## src/rtl/fpu_special_pkg.sv

```systemverilog
// Shared encodings and constants for the FPU special-operand detector.
// Op codes, cause bit indices and width-parametrised NaN and saturation words.
package fpu_special_pkg;

  typedef enum logic [2:0] {
    OP_ADD  = 3'b000,
    OP_SUB  = 3'b001,
    OP_MUL  = 3'b010,
    OP_DIV  = 3'b011,
    OP_TRIG = 3'b100,
    OP_SQRT = 3'b101,
    OP_RSV0 = 3'b110,
    OP_RSV1 = 3'b111
  } op_e;

  localparam int CAUSE_W    = 3;
  localparam int CAUSE_INV  = 0;
  localparam int CAUSE_NAN  = 1;
  localparam int CAUSE_SNAN = 2;

  // Exponent all-ones plus fraction MSB, sign 0.
  function automatic logic [63:0] canon_qnan(int ew, int sw);
    logic [63:0] r;
    r = '0;
    for (int i = 0; i < 64; i++)
      if (i >= sw - 1 && i < sw + ew) r[i] = 1'b1;
    return r;
  endfunction

  function automatic logic [63:0] cnt_max(int cw);
    logic [63:0] r;
    r = '0;
    for (int i = 0; i < 64; i++)
      if (i < cw) r[i] = 1'b1;
    return r;
  endfunction

endpackage

```

## src/rtl/fpu_special_if.sv

```systemverilog
// Operand/result handshake bundle of the special-case detector.
// master drives operands and out_ready; slave is the detector.
import fpu_special_pkg::*;

interface fpu_special_if #(
  parameter int W = 32
) ();
  logic               in_valid;
  logic               in_ready;
  logic [2:0]         op;
  logic [W-1:0]       data1;
  logic [W-1:0]       data2;
  logic               out_valid;
  logic               out_ready;
  logic               nan_flag;
  logic [CAUSE_W-1:0] cause;
  logic [W-1:0]       nan_result;

  modport master (
    output in_valid, op, data1, data2, out_ready,
    input  in_ready, out_valid, nan_flag, cause, nan_result
  );

  modport slave (
    input  in_valid, op, data1, data2, out_ready,
    output in_ready, out_valid, nan_flag, cause, nan_result
  );
endinterface

```

## src/rtl/fpu_operand_classify.sv

```systemverilog
// Combinational IEEE-754 operand classifier.
// Reports sign, zero, infinity, NaN and signalling NaN.
import fpu_special_pkg::*;

module fpu_operand_classify #(
  parameter int EW = 8,
  parameter int SW = 23
) (
  input  logic [EW+SW:0] x,
  output logic           sign,
  output logic           is_zero,
  output logic           is_inf,
  output logic           is_nan,
  output logic           is_snan
);
  logic [EW-1:0] expo;
  logic [SW-1:0] frac;
  logic          e_max;
  logic          f_zero;

  assign sign    = x[EW+SW];
  assign expo    = x[EW+SW-1:SW];
  assign frac    = x[SW-1:0];
  assign e_max   = &expo;
  assign f_zero  = ~|frac;
  assign is_zero = ~|expo & f_zero;
  assign is_inf  = e_max & f_zero;
  assign is_nan  = e_max & ~f_zero;
  assign is_snan = is_nan & ~frac[SW-1];
endmodule

```

## src/rtl/fpu_special_case_pipe.sv

```systemverilog
// Two-stage special-operand / invalid-op detector with sticky status.
// FPU_SNAN_DETECT_EN: signalling-NaN operands raise cause[2] and invalid.
import fpu_special_pkg::*;

module fpu_special_case_pipe #(
  parameter int W     = 32,
  parameter int EW    = 8,
  parameter int SW    = 23,
  parameter int CNT_W = 8
) (
  input  logic             clk,
  input  logic             rst,
  fpu_special_if.slave     bus,
  input  logic             clr_sticky,
  output logic             invalid_sticky,
  output logic [CNT_W-1:0] nan_count
);
  localparam logic [63:0] QNAN64 = canon_qnan(EW, SW);
  localparam logic [W-1:0] QNAN = QNAN64[W-1:0];
  localparam logic [63:0] CMAX64 = cnt_max(CNT_W);
  localparam logic [CNT_W-1:0] CNT_MAX = CMAX64[CNT_W-1:0];

  logic [1:0] sg, zr, nf, nn, sn;

  fpu_operand_classify #(.EW(EW), .SW(SW)) u_cls_a (
    .x(bus.data1), .sign(sg[0]), .is_zero(zr[0]),
    .is_inf(nf[0]), .is_nan(nn[0]), .is_snan(sn[0])
  );

  fpu_operand_classify #(.EW(EW), .SW(SW)) u_cls_b (
    .x(bus.data2), .sign(sg[1]), .is_zero(zr[1]),
    .is_inf(nf[1]), .is_nan(nn[1]), .is_snan(sn[1])
  );

  logic               v1, v2;
  op_e                op1;
  logic [W-1:0]       a1, b1;
  logic [1:0]         sg1, zr1, nf1, nn1, sn1;
  logic               flag2;
  logic [CAUSE_W-1:0] cause2;
  logic [W-1:0]       res2;

  logic en1, en2, acc;
  assign en2 = ~v2 | bus.out_ready;
  assign en1 = ~v1 | en2;
  assign acc = v2 & bus.out_ready;

  assign bus.in_ready   = en1 & ~rst;
  assign bus.out_valid  = v2;
  assign bus.nan_flag   = flag2;
  assign bus.cause      = cause2;
  assign bus.nan_result = res2;

  logic               use_b, rsv, nan_in, snan_in;
  logic               both_inf, sgn_eq, inv;
  logic [CAUSE_W-1:0] cause_d;
  logic               flag_d;
  logic [W-1:0]       quiet, res_d;

  always_comb begin
    use_b    = ~op1[2];
    rsv      = op1[2] & op1[1];
    nan_in   = ~rsv & (nn1[0] | (use_b & nn1[1]));
    snan_in  = ~rsv & (sn1[0] | (use_b & sn1[1]));
    both_inf = nf1[0] & nf1[1];
    sgn_eq   = sg1[0] == sg1[1];
    inv      = 1'b0;
    unique case (1'b1)
      op1 == OP_ADD:  inv = both_inf & ~sgn_eq;
      op1 == OP_SUB:  inv = both_inf & sgn_eq;
      op1 == OP_MUL:  inv = (zr1[0] & nf1[1]) | (nf1[0] & zr1[1]);
      op1 == OP_DIV:  inv = (zr1[0] & zr1[1]) | both_inf;
      op1 == OP_TRIG: inv = nf1[0];
      op1 == OP_SQRT: inv = sg1[0] & ~zr1[0];
      default:        inv = 1'b0;
    endcase
    cause_d = '0;
    cause_d[CAUSE_NAN] = nan_in;
`ifdef FPU_SNAN_DETECT_EN
    cause_d[CAUSE_INV]  = (inv & ~nan_in) | snan_in;
    cause_d[CAUSE_SNAN] = snan_in;
`else
    cause_d[CAUSE_INV]  = inv & ~nan_in;
`endif
    flag_d = cause_d[CAUSE_INV] | cause_d[CAUSE_NAN];
    quiet  = nn1[0] ? a1 : b1;
    quiet[SW-1] = 1'b1;
    if (nan_in)      res_d = quiet;
    else if (flag_d) res_d = QNAN;
    else             res_d = '0;
  end

`ifndef FPU_SNAN_DETECT_EN
  logic snan_unused;
  assign snan_unused = snan_in;
`endif

  always_ff @(posedge clk) begin
    if (rst) begin
      v1             <= 1'b0;
      v2             <= 1'b0;
      op1            <= OP_ADD;
      a1             <= '0;
      b1             <= '0;
      sg1            <= '0;
      zr1            <= '0;
      nf1            <= '0;
      nn1            <= '0;
      sn1            <= '0;
      flag2          <= 1'b0;
      cause2         <= '0;
      res2           <= '0;
      invalid_sticky <= 1'b0;
      nan_count      <= '0;
    end else begin
      if (en1) begin
        v1 <= bus.in_valid;
        if (bus.in_valid) begin
          op1 <= op_e'(bus.op);
          a1  <= bus.data1;
          b1  <= bus.data2;
          sg1 <= sg;
          zr1 <= zr;
          nf1 <= nf;
          nn1 <= nn;
          sn1 <= sn;
        end
      end
      if (en2) begin
        v2     <= v1;
        flag2  <= v1 & flag_d;
        cause2 <= v1 ? cause_d : '0;
        res2   <= v1 ? res_d : '0;
      end
      // A clear coinciding with a qualifying accept keeps the new event.
      if (clr_sticky) begin
        invalid_sticky <= acc & cause2[CAUSE_INV];
        nan_count      <= (acc & flag2) ? CNT_W'(1) : '0;
      end else if (acc) begin
        invalid_sticky <= invalid_sticky | cause2[CAUSE_INV];
        if (flag2 && nan_count != CNT_MAX)
          nan_count <= nan_count + 1'b1;
      end
    end
  end
endmodule

```

## src/flat_wrapper.sv

```systemverilog
// flat-port wrapper written by rule: the top's interface ports become plain ports
module fpu_special_case_pipe_flat 
#(
  parameter int W     = 32,
  parameter int EW    = 8,
  parameter int SW    = 23,
  parameter int CNT_W = 8
)
  (clk, rst, clr_sticky, invalid_sticky, nan_count, bus_in_valid, bus_op, bus_data1, bus_data2, bus_out_ready, bus_in_ready, bus_out_valid, bus_nan_flag, bus_cause, bus_nan_result);
  fpu_special_if #(.W(W)) bus_i ();
  input  logic clk;
  input  logic rst;
  input  logic clr_sticky;
  output logic invalid_sticky;
  output logic [CNT_W-1:0] nan_count;
  input wire logic [$bits(bus_i.in_valid)-1:0] bus_in_valid;
  input wire logic [$bits(bus_i.op)-1:0] bus_op;
  input wire logic [$bits(bus_i.data1)-1:0] bus_data1;
  input wire logic [$bits(bus_i.data2)-1:0] bus_data2;
  input wire logic [$bits(bus_i.out_ready)-1:0] bus_out_ready;
  output wire logic [$bits(bus_i.in_ready)-1:0] bus_in_ready;
  output wire logic [$bits(bus_i.out_valid)-1:0] bus_out_valid;
  output wire logic [$bits(bus_i.nan_flag)-1:0] bus_nan_flag;
  output wire logic [$bits(bus_i.cause)-1:0] bus_cause;
  output wire logic [$bits(bus_i.nan_result)-1:0] bus_nan_result;
  assign bus_i.in_valid = bus_in_valid;
  assign bus_i.op = bus_op;
  assign bus_i.data1 = bus_data1;
  assign bus_i.data2 = bus_data2;
  assign bus_i.out_ready = bus_out_ready;
  assign bus_in_ready = bus_i.in_ready;
  assign bus_out_valid = bus_i.out_valid;
  assign bus_nan_flag = bus_i.nan_flag;
  assign bus_cause = bus_i.cause;
  assign bus_nan_result = bus_i.nan_result;
  fpu_special_case_pipe #(.W(W), .EW(EW), .SW(SW), .CNT_W(CNT_W)) u_core (.clk(clk), .rst(rst), .bus(bus_i), .clr_sticky(clr_sticky), .invalid_sticky(invalid_sticky), .nan_count(nan_count));
endmodule
```

## config.mk

```make
export PLATFORM = sky130hd
export DESIGN_NAME = fpu_special_case_pipe_flat
export DESIGN_NICKNAME = d
export VERILOG_FILES = /design/src/rtl/fpu_special_pkg.sv /design/src/rtl/fpu_special_if.sv /design/src/rtl/fpu_operand_classify.sv /design/src/rtl/fpu_special_case_pipe.sv /design/src/flat_wrapper.sv
export SDC_FILE = /design/constraint.sdc
export NUM_CORES = 1
export LEC_CHECK = 0
export ABC_AREA = 0
export CAP_MARGIN = 20
export CELL_PAD_IN_SITES_DETAIL_PLACEMENT = 2
export CELL_PAD_IN_SITES_GLOBAL_PLACEMENT = 2
export CORE_MARGIN = 3
export CORE_UTILIZATION = 31
export DETAILED_ROUTE_END_ITERATION = 10
export GPL_TIMING_DRIVEN = 0
export PLACE_DENSITY = 0.95
export SLEW_MARGIN = 10
export SYNTH_ARGS = -nofsm -noshare
export SYNTH_HDL_FRONTEND = slang
export SYNTH_SLANG_ARGS = --single-unit
```

## constraint.sdc

```tcl
create_clock -name clk -period 3.9 [get_ports clk]
set_clock_uncertainty 0.15 [all_clocks]
set_input_delay 0.78 -clock clk [delete_from_list [all_inputs] [get_ports clk]]
set_output_delay 0.78 -clock clk [all_outputs]
set_load 0.1 [all_outputs]
```

==> results of run 1 <==
[final cells by class]
type                            instances  area [sq um]
Fill cell                            1654          8421
Multi-Input combinational cell        439          2364
Sequential cell                       116          2322
Timing Repair Buffer                  117          1166
Clock buffer                           28         536.8
Tap cell                              211         264.0
Buffer                                 44         244.0
Clock inverter                          3         40.04
Inverter                                3         11.26
Antenna cell                            1         2.502
[per-layer routing]
metal	routed length [microns]	vias to the layer above	GRT usage [%]
met5	0	-	0
met3	994	81	5.229
met1	9345	2663	30.04
li1	-	2332	-
met4	1168	0	15.18
met2	12690	222	50.37
[registers in the layout, indices dropped and copies added, names as in the netlist]
| signal | flops |
|---|---|
| u_core.bus.nan_result | 32 |
| u_core.bus.cause | 2 |
| u_core.nn1 | 2 |
| u_core.nan_count | 8 |
| u_core.nf1 | 2 |
| u_core.sg1 | 2 |
| u_core.bus.out_valid | 1 |
| u_core.a1 | 30 |
| u_core.op1 | 3 |
| u_core.zr1 | 2 |
| u_core.invalid_sticky | 1 |
| u_core.b1 | 30 |
| u_core.v1 | 1 |
[what timing repair did]
item,CTS,global route
endpoints found under the setup margin,1,1
pin swaps,0,0
resized for setup,2,2
endpoints found under the hold margin,0,0
setup buffers,0,0
hold buffers,0,0
[power by group]
part	switching [mW]	internal (mW)
sequential	0.0374	1.23
combinational	0.176	0.122
clock	0.597	0.991
[worst max-delay path, cell delays in order]
cell and delay, ns:
clkdlybuf4s50_1 0.52, clkbuf_1 0.46, clkbuf_2 0.41, a21oi_1 0.10, clkbuf_2 0.40
[how the worst min path moves through the flow]
| stage | slack, ns | from | to | cells past startpoint |
|---|---|---|---|---|
| after global routing | 0.35 | u_core.b1[1]$_SDFFE_PP0P_ | u_core.b1[1]$_SDFFE_PP0P_ | 2 |
| after global placement | 0.29 | u_core.a1[0]$_SDFFE_PP0P_ | u_core.a1[0]$_SDFFE_PP0P_ | 2 |
| after floorplan | 0.29 | u_core.b1[0]$_SDFFE_PP0P_ | u_core.b1[0]$_SDFFE_PP0P_ | 2 |
| after CTS | 0.31 | u_core.b1[16]$_SDFFE_PP0P_ | u_core.b1[16]$_SDFFE_PP0P_ | 2 |
| after detailed placement | 0.30 | u_core.b1[18]$_SDFFE_PP0P_ | u_core.b1[18]$_SDFFE_PP0P_ | 2 |
| final | 0.32 | u_core.b1[16]$_SDFFE_PP0P_ | u_core.b1[16]$_SDFFE_PP0P_ | 2 |
[logic make-up after synthesis]
kind of cell / share of synthesized area, %
AND/OR/NAND/NOR: 25.61
adder cells (fa/ha/maj): 0.2533
other: 0.07591
XOR/XNOR: 1.013
AO/OA/AOI/OAI: 13.73
flip-flops: 47.01
multiplexers: 7.168
buffers and inverters: 5.142
[metrics by stage]
step	hold WS (ns)	instance area [sq um]	power [mW]	TNS (ns)	utilization (%)
detailed placement	0.3025	6375	1.557	-0.4305	41.47
global placement	0.2922	6375	1.532	-0.3098	41.47
finish	0.3226	6950	3.148	0	45.22
CTS	0.3131	6952	3.150	0	45.23
global route	0.3477	6950	3.228	0	45.22
floorplan	0.2857	4940	1.401	0	-
[layout by cell type (no fill, tap or decap), types with 4 or more instances in the layout]
cell,Yosys,layout
buf_6,6,6
nor3_1,35,35
a21oi_2,11,11
nand2_2,11,11
a22o_1,4,4
mux2i_1,32,32
nor4_1,15,15
clkdlybuf4s50_1,0,116
clkbuf_1,17,20
dfxtp_1,116,116
clkbuf_16,0,17
nand4_1,11,11
nor2_1,38,38
clkbuf_8,0,7
nand2_1,141,141
buf_2,17,17
nand3_1,7,7
a21oi_1,95,95
==> qor.yml, run 1 <==
ant_nets: 0
avgRoutedWirePerCell_microns: 25.15
hpwlAfterDp_microns: 15310
antenna_found_initial: 1
post-synth-top-count-cell: "nand2_1"
crit_path_end: "bus_in_ready"
ys_top_cells_by_area: "dfxtp_1, nand2_1, a21oi_1, mux2i_1, nor3_1"
power_density_mw_per_mm2: 453.0
setup_viol: 0
wl_microns: 24200
grt_overflow: 0
portBuffers: 117
instances_no_fill: 962
p_leak_nw: 2.468
rows: 45
chipHeight_microns: 132.2
grt_usage_pct: 27.61
htreeDepth: 4
crit_path_max_fanout: 10
ios: 119
cts.sinks: 116
async_flop_share_pct: 0
synth-edff-count: 0
critPathKind: "primary input to output pin"
die_w_microns: 132.2
yosys-top-cells-count: "nand2_1, dfxtp_1, a21oi_1"
cp-end-kind: "output pin"
grt_pass1_vias: 6023
yosysTopAreaCell: "dfxtp_1"
coreArea_sq_mm: 0.01537
max_slew_margin_pct: 31.61
root_buffer: "clkbuf_16"
slew_violations: 0
synth.ff_latch_count: 116
place_inst: 930
hold_viol_final: 0
drt_first_pass_iters: 5
ys_types: 44
clock_latency_ns: 0.44
rrSetupSlack_ns: 1.63
cts_buffer_depth: 2
r2r_start: "u_core.op1[1]$_SDFFE_PP0P_"
numCtsBuffers: 17
min_period_over_period_pct: 92.48
tightest_slew_ns: 1.023
grt_max_degree: 17
syn_nets: 675
nets: 811
dr_total_vias: 5298
status: "complete, no violations"
ys_seq_area_share_pct: 47.01
fmax_mhz: 277.3
first_iter_violations: 373
syn_area_per_cell_sq_um: 8.206
gp_congestion: 0.8456
rr_worst_depth: 6
r2r-end: "u_core.bus.nan_result[11]$_SDFFE_PP0P_"
start_util_pct: 32.14
finalCriticalPeriod_ns: 3.607
final.setup.worst_slack_ns: 0.2934
route.detailed.drc: 0
pre_cts_slack_ns: -0.4305
rsz0062_at_grt: "false"
area_delta_synth_final_pct: 40.70
grt_pass1_wl_microns: 36900
drive_gt1_share_pct: 11.47
maxCapViolCount: 0
routed_via_density: 5.507
ys.flop_type: "dfxtp_1"
clkTransAtPathRegs_ns: 0.06
syn_area_sq_mm: 0.004940
synthCells: 602
cts_tree: "yes"
fp.dieArea_sq_mm: 0.01748
synth-warning-count: 0
synth_top_area_share_pct: 47.01
worstSetupStartpoint: "rst"
crit_arrival_ns: 2.68
hold_class: "register to register"
peakVddDrop_v: 0.0002864
startpoint_type: "primary input"
cp.required_ns: 2.97
No activity file was read; power rests on OpenSTA's default activity.
==> run 2, diff against run 1 <==
--- a/config.mk
+++ b/config.mk
@@ -10,10 +10,10 @@
 export CELL_PAD_IN_SITES_DETAIL_PLACEMENT = 2
 export CELL_PAD_IN_SITES_GLOBAL_PLACEMENT = 2
 export CORE_MARGIN = 3
-export CORE_UTILIZATION = 31
+export CORE_UTILIZATION = 30
 export DETAILED_ROUTE_END_ITERATION = 10
 export GPL_TIMING_DRIVEN = 0
-export PLACE_DENSITY = 0.95
+export PLACE_DENSITY = 0.93
 export SLEW_MARGIN = 10
 export SYNTH_ARGS = -nofsm -noshare
 export SYNTH_HDL_FRONTEND = slang
==> run 2 against run 1 <==
  * Via count down 1.6%
  * Combinational power decreased by 1%
  * Hold slack lost 0.013 ns
  * Sequential power about the same
  * Worst setup slack lost 0.11 ns
  * Critical endpoint unchanged
==> qor.yml, run 2 (same netlist as run 1, synthesis figures left out) <==
status: "complete, no violations"
dr_total_vias: 5215  # -1.6%
portBuffers: 117  # unchanged
critPathKind: "primary input to output pin"
htreeDepth: 4  # unchanged
crit_arrival_ns: 2.79  # +0.11 ns
post-cts-setup-buffers: 0  # unchanged
avgRoutedWirePerCell_microns: 24.52  # -2.5%
grt_max_degree: 17  # unchanged
crit_path_max_fanout: 10  # unchanged
startpoint_type: "primary input"
nFillCells: 1764  # +6.7%
fmax_mhz: 268.8  # -3.1%
setup_viol: 0  # unchanged
ant_nets: 0  # unchanged
power_density_mw_per_mm2: 444.6  # -1.8%
p_leak_nw: 2.463  # -0.20%
clkTransAtPathRegs_ns: 0.05  # about the same
route.detailed.drc: 0  # unchanged
r2r_start: "u_core.nn1[0]$_SDFFE_PP0P_"
final_util_pct: 43.44  # -1.8 points
largest_reg_flops: 32  # unchanged
crit_path_end: "bus_in_ready"
min_period_over_period_pct: 95.39  # +2.9 points
rsz0062_at_grt: "false"
slew_violations: 0  # unchanged
max_slew_margin_pct: 32.21  # +0.60 points
die_w_microns: 134.3  # +1.6%
total_power_mw: 3.090  # -1.8%
antenna_found_initial: 0  # -1
final_cell_mix: "nand2_1, clkdlybuf4s50_1, dfxtp_1"
layout_commonest_cell: "nand2_1"
cts_buffer_depth: 2  # unchanged
ios: 119  # unchanged
nets: 811  # unchanged
diodes: 0  # -1
grt_usage_pct: 26.29  # -1.3 points
r2r-end: "u_core.bus.nan_result[14]$_SDFFE_PP0P_"
grt_overflow: 0  # unchanged
cts.sinks: 116  # unchanged
fp.dieArea_sq_mm: 0.01804  # +3.2%
wl_microns: 23680  # -2.1%
rr_worst_depth: 7  # +1
cp.required_ns: 2.97  # about the same
hpwlAfterDp_microns: 15700  # +2.6%
root_buffer: "clkbuf_16"
hold_viol_final: 0  # unchanged
peakVddDrop_v: 0.0003185  # +11%
worstSetupStartpoint: "rst"
maxCapViolCount: 0  # unchanged
routed_via_density: 5.399  # -2.0%
cts_tree: "yes"
area_delta_synth_final_pct: 40.70  # unchanged
grt_pass1_vias: 6043  # +0.33%
finalCriticalPeriod_ns: 3.720  # +0.1137 ns
rrSetupSlack_ns: 1.45  # -0.18 ns
gp_congestion: 0.8300  # -1.8%
drt_first_pass_iters: 5  # unchanged
coreArea_sq_mm: 0.01600  # +4.1%
hold_class: "register to register"
tightest_slew_ns: 1.014  # -0.008938 ns
cp-end-kind: "output pin"
chipHeight_microns: 134.3  # +1.6%
grt_pass1_wl_microns: 35760  # -3.1%
rows: 46  # +2.2%
start_util_pct: 30.87  # -1.3 points
drive_gt1_share_pct: 11.87  # +0.40 points
numCtsBuffers: 17  # unchanged
clock_latency_ns: 0.43  # about the same
first_iter_violations: 178  # -52%
hold_buffers: 0  # unchanged
## run 2: cell types whose count changed in the layout (fill, tap and decap cells not counted), sizes merged
cell / delta
clkinv: +5
clkbuf: -9
bufinv: +1
clkdlybuf4s15: +1
diode: -1
clkinvlp: +2
## run 2: repair_timing
item                                   4_1_cts  5_1_grt
resized for setup                            4        0
setup endpoints to repair                    1        0
endpoints found under the hold margin        0        0
## run 2: worst max-delay path: stages
cell	delay (ns)
clkdlybuf4s50_1	0.52
clkbuf_1	0.47
clkbuf_2	0.41
a21oi_1	0.11
clkdlybuf4s15_2	0.50
## run 2: per-stage QoR
stage | TNS (ns) | cell area [sq um] | hold WS (ns) | setup WS [ns] | instances
6_report | 0 | 6950 | 0.3099 | 0.1797 | 966
4_1_cts | 0 | 6950 | 0.3087 | 0.1963 | 966
5_1_grt | 0 | 6950 | 0.3319 | 0.1111 | 966
3_3_place_gp | -0.3240 | 6381 | 0.2930 | -0.3240 | 935
2_1_floorplan | 0 | 4940 | 0.2857 | 0.2339 | 602
3_5_place_dp | -0.5178 | 6381 | 0.3014 | -0.5178 | 935
## run 2: worst min-delay path by stage
stage          cells after the start                    endpoint                        from  slack, ns
4_1_cts                            2   u_core.b1[1]$_SDFFE_PP0P_   u_core.b1[1]$_SDFFE_PP0P_       0.31
6_report                           2   u_core.b1[1]$_SDFFE_PP0P_   u_core.b1[1]$_SDFFE_PP0P_       0.31
3_3_place_gp                       2  u_core.b1[18]$_SDFFE_PP0P_  u_core.b1[18]$_SDFFE_PP0P_       0.29
2_1_floorplan                      2   u_core.b1[0]$_SDFFE_PP0P_   u_core.b1[0]$_SDFFE_PP0P_       0.29
5_1_grt                            2   u_core.a1[3]$_SDFFE_PP0P_   u_core.a1[3]$_SDFFE_PP0P_       0.33
3_5_place_dp                       2   u_core.b1[1]$_SDFFE_PP0P_   u_core.b1[1]$_SDFFE_PP0P_       0.30
## run 2: layer usage
layer / vias to the layer above / routed length (microns) / track usage (%) / part of all wire [%]
met5: - / 0 / 0 / 0
met4: 0 / 1098 / 14.71 / 4.6
met3: 78 / 1117 / 6.039 / 4.7
met2: 185 / 12230 / 47.29 / 52
met1: 2626 / 9239 / 28.32 / 39
li1: 2326 / - / - / -
## run 2: area by class of cell
cell class / instances / area, sq um / area share, %
plain buffers: 44 / 244.0 / 3.510
clock buffers: 20 / 456.7 / 6.571
clock inverters: 11 / 110.1 / 1.584
inverters: 3 / 11.26 / 0.1620
multi-input cells: 439 / 2364 / 34.01
flip-flops and latches: 116 / 2322 / 33.41
well taps: 216 / 270.3 / 3.888
repair buffers: 117 / 1172 / 16.87
## run 2: report_power, final
group | internal, mW | switching [mW]
combinational | 0.122 | 0.172
sequential | 1.23 | 0.0341
clock | 0.959 | 0.578
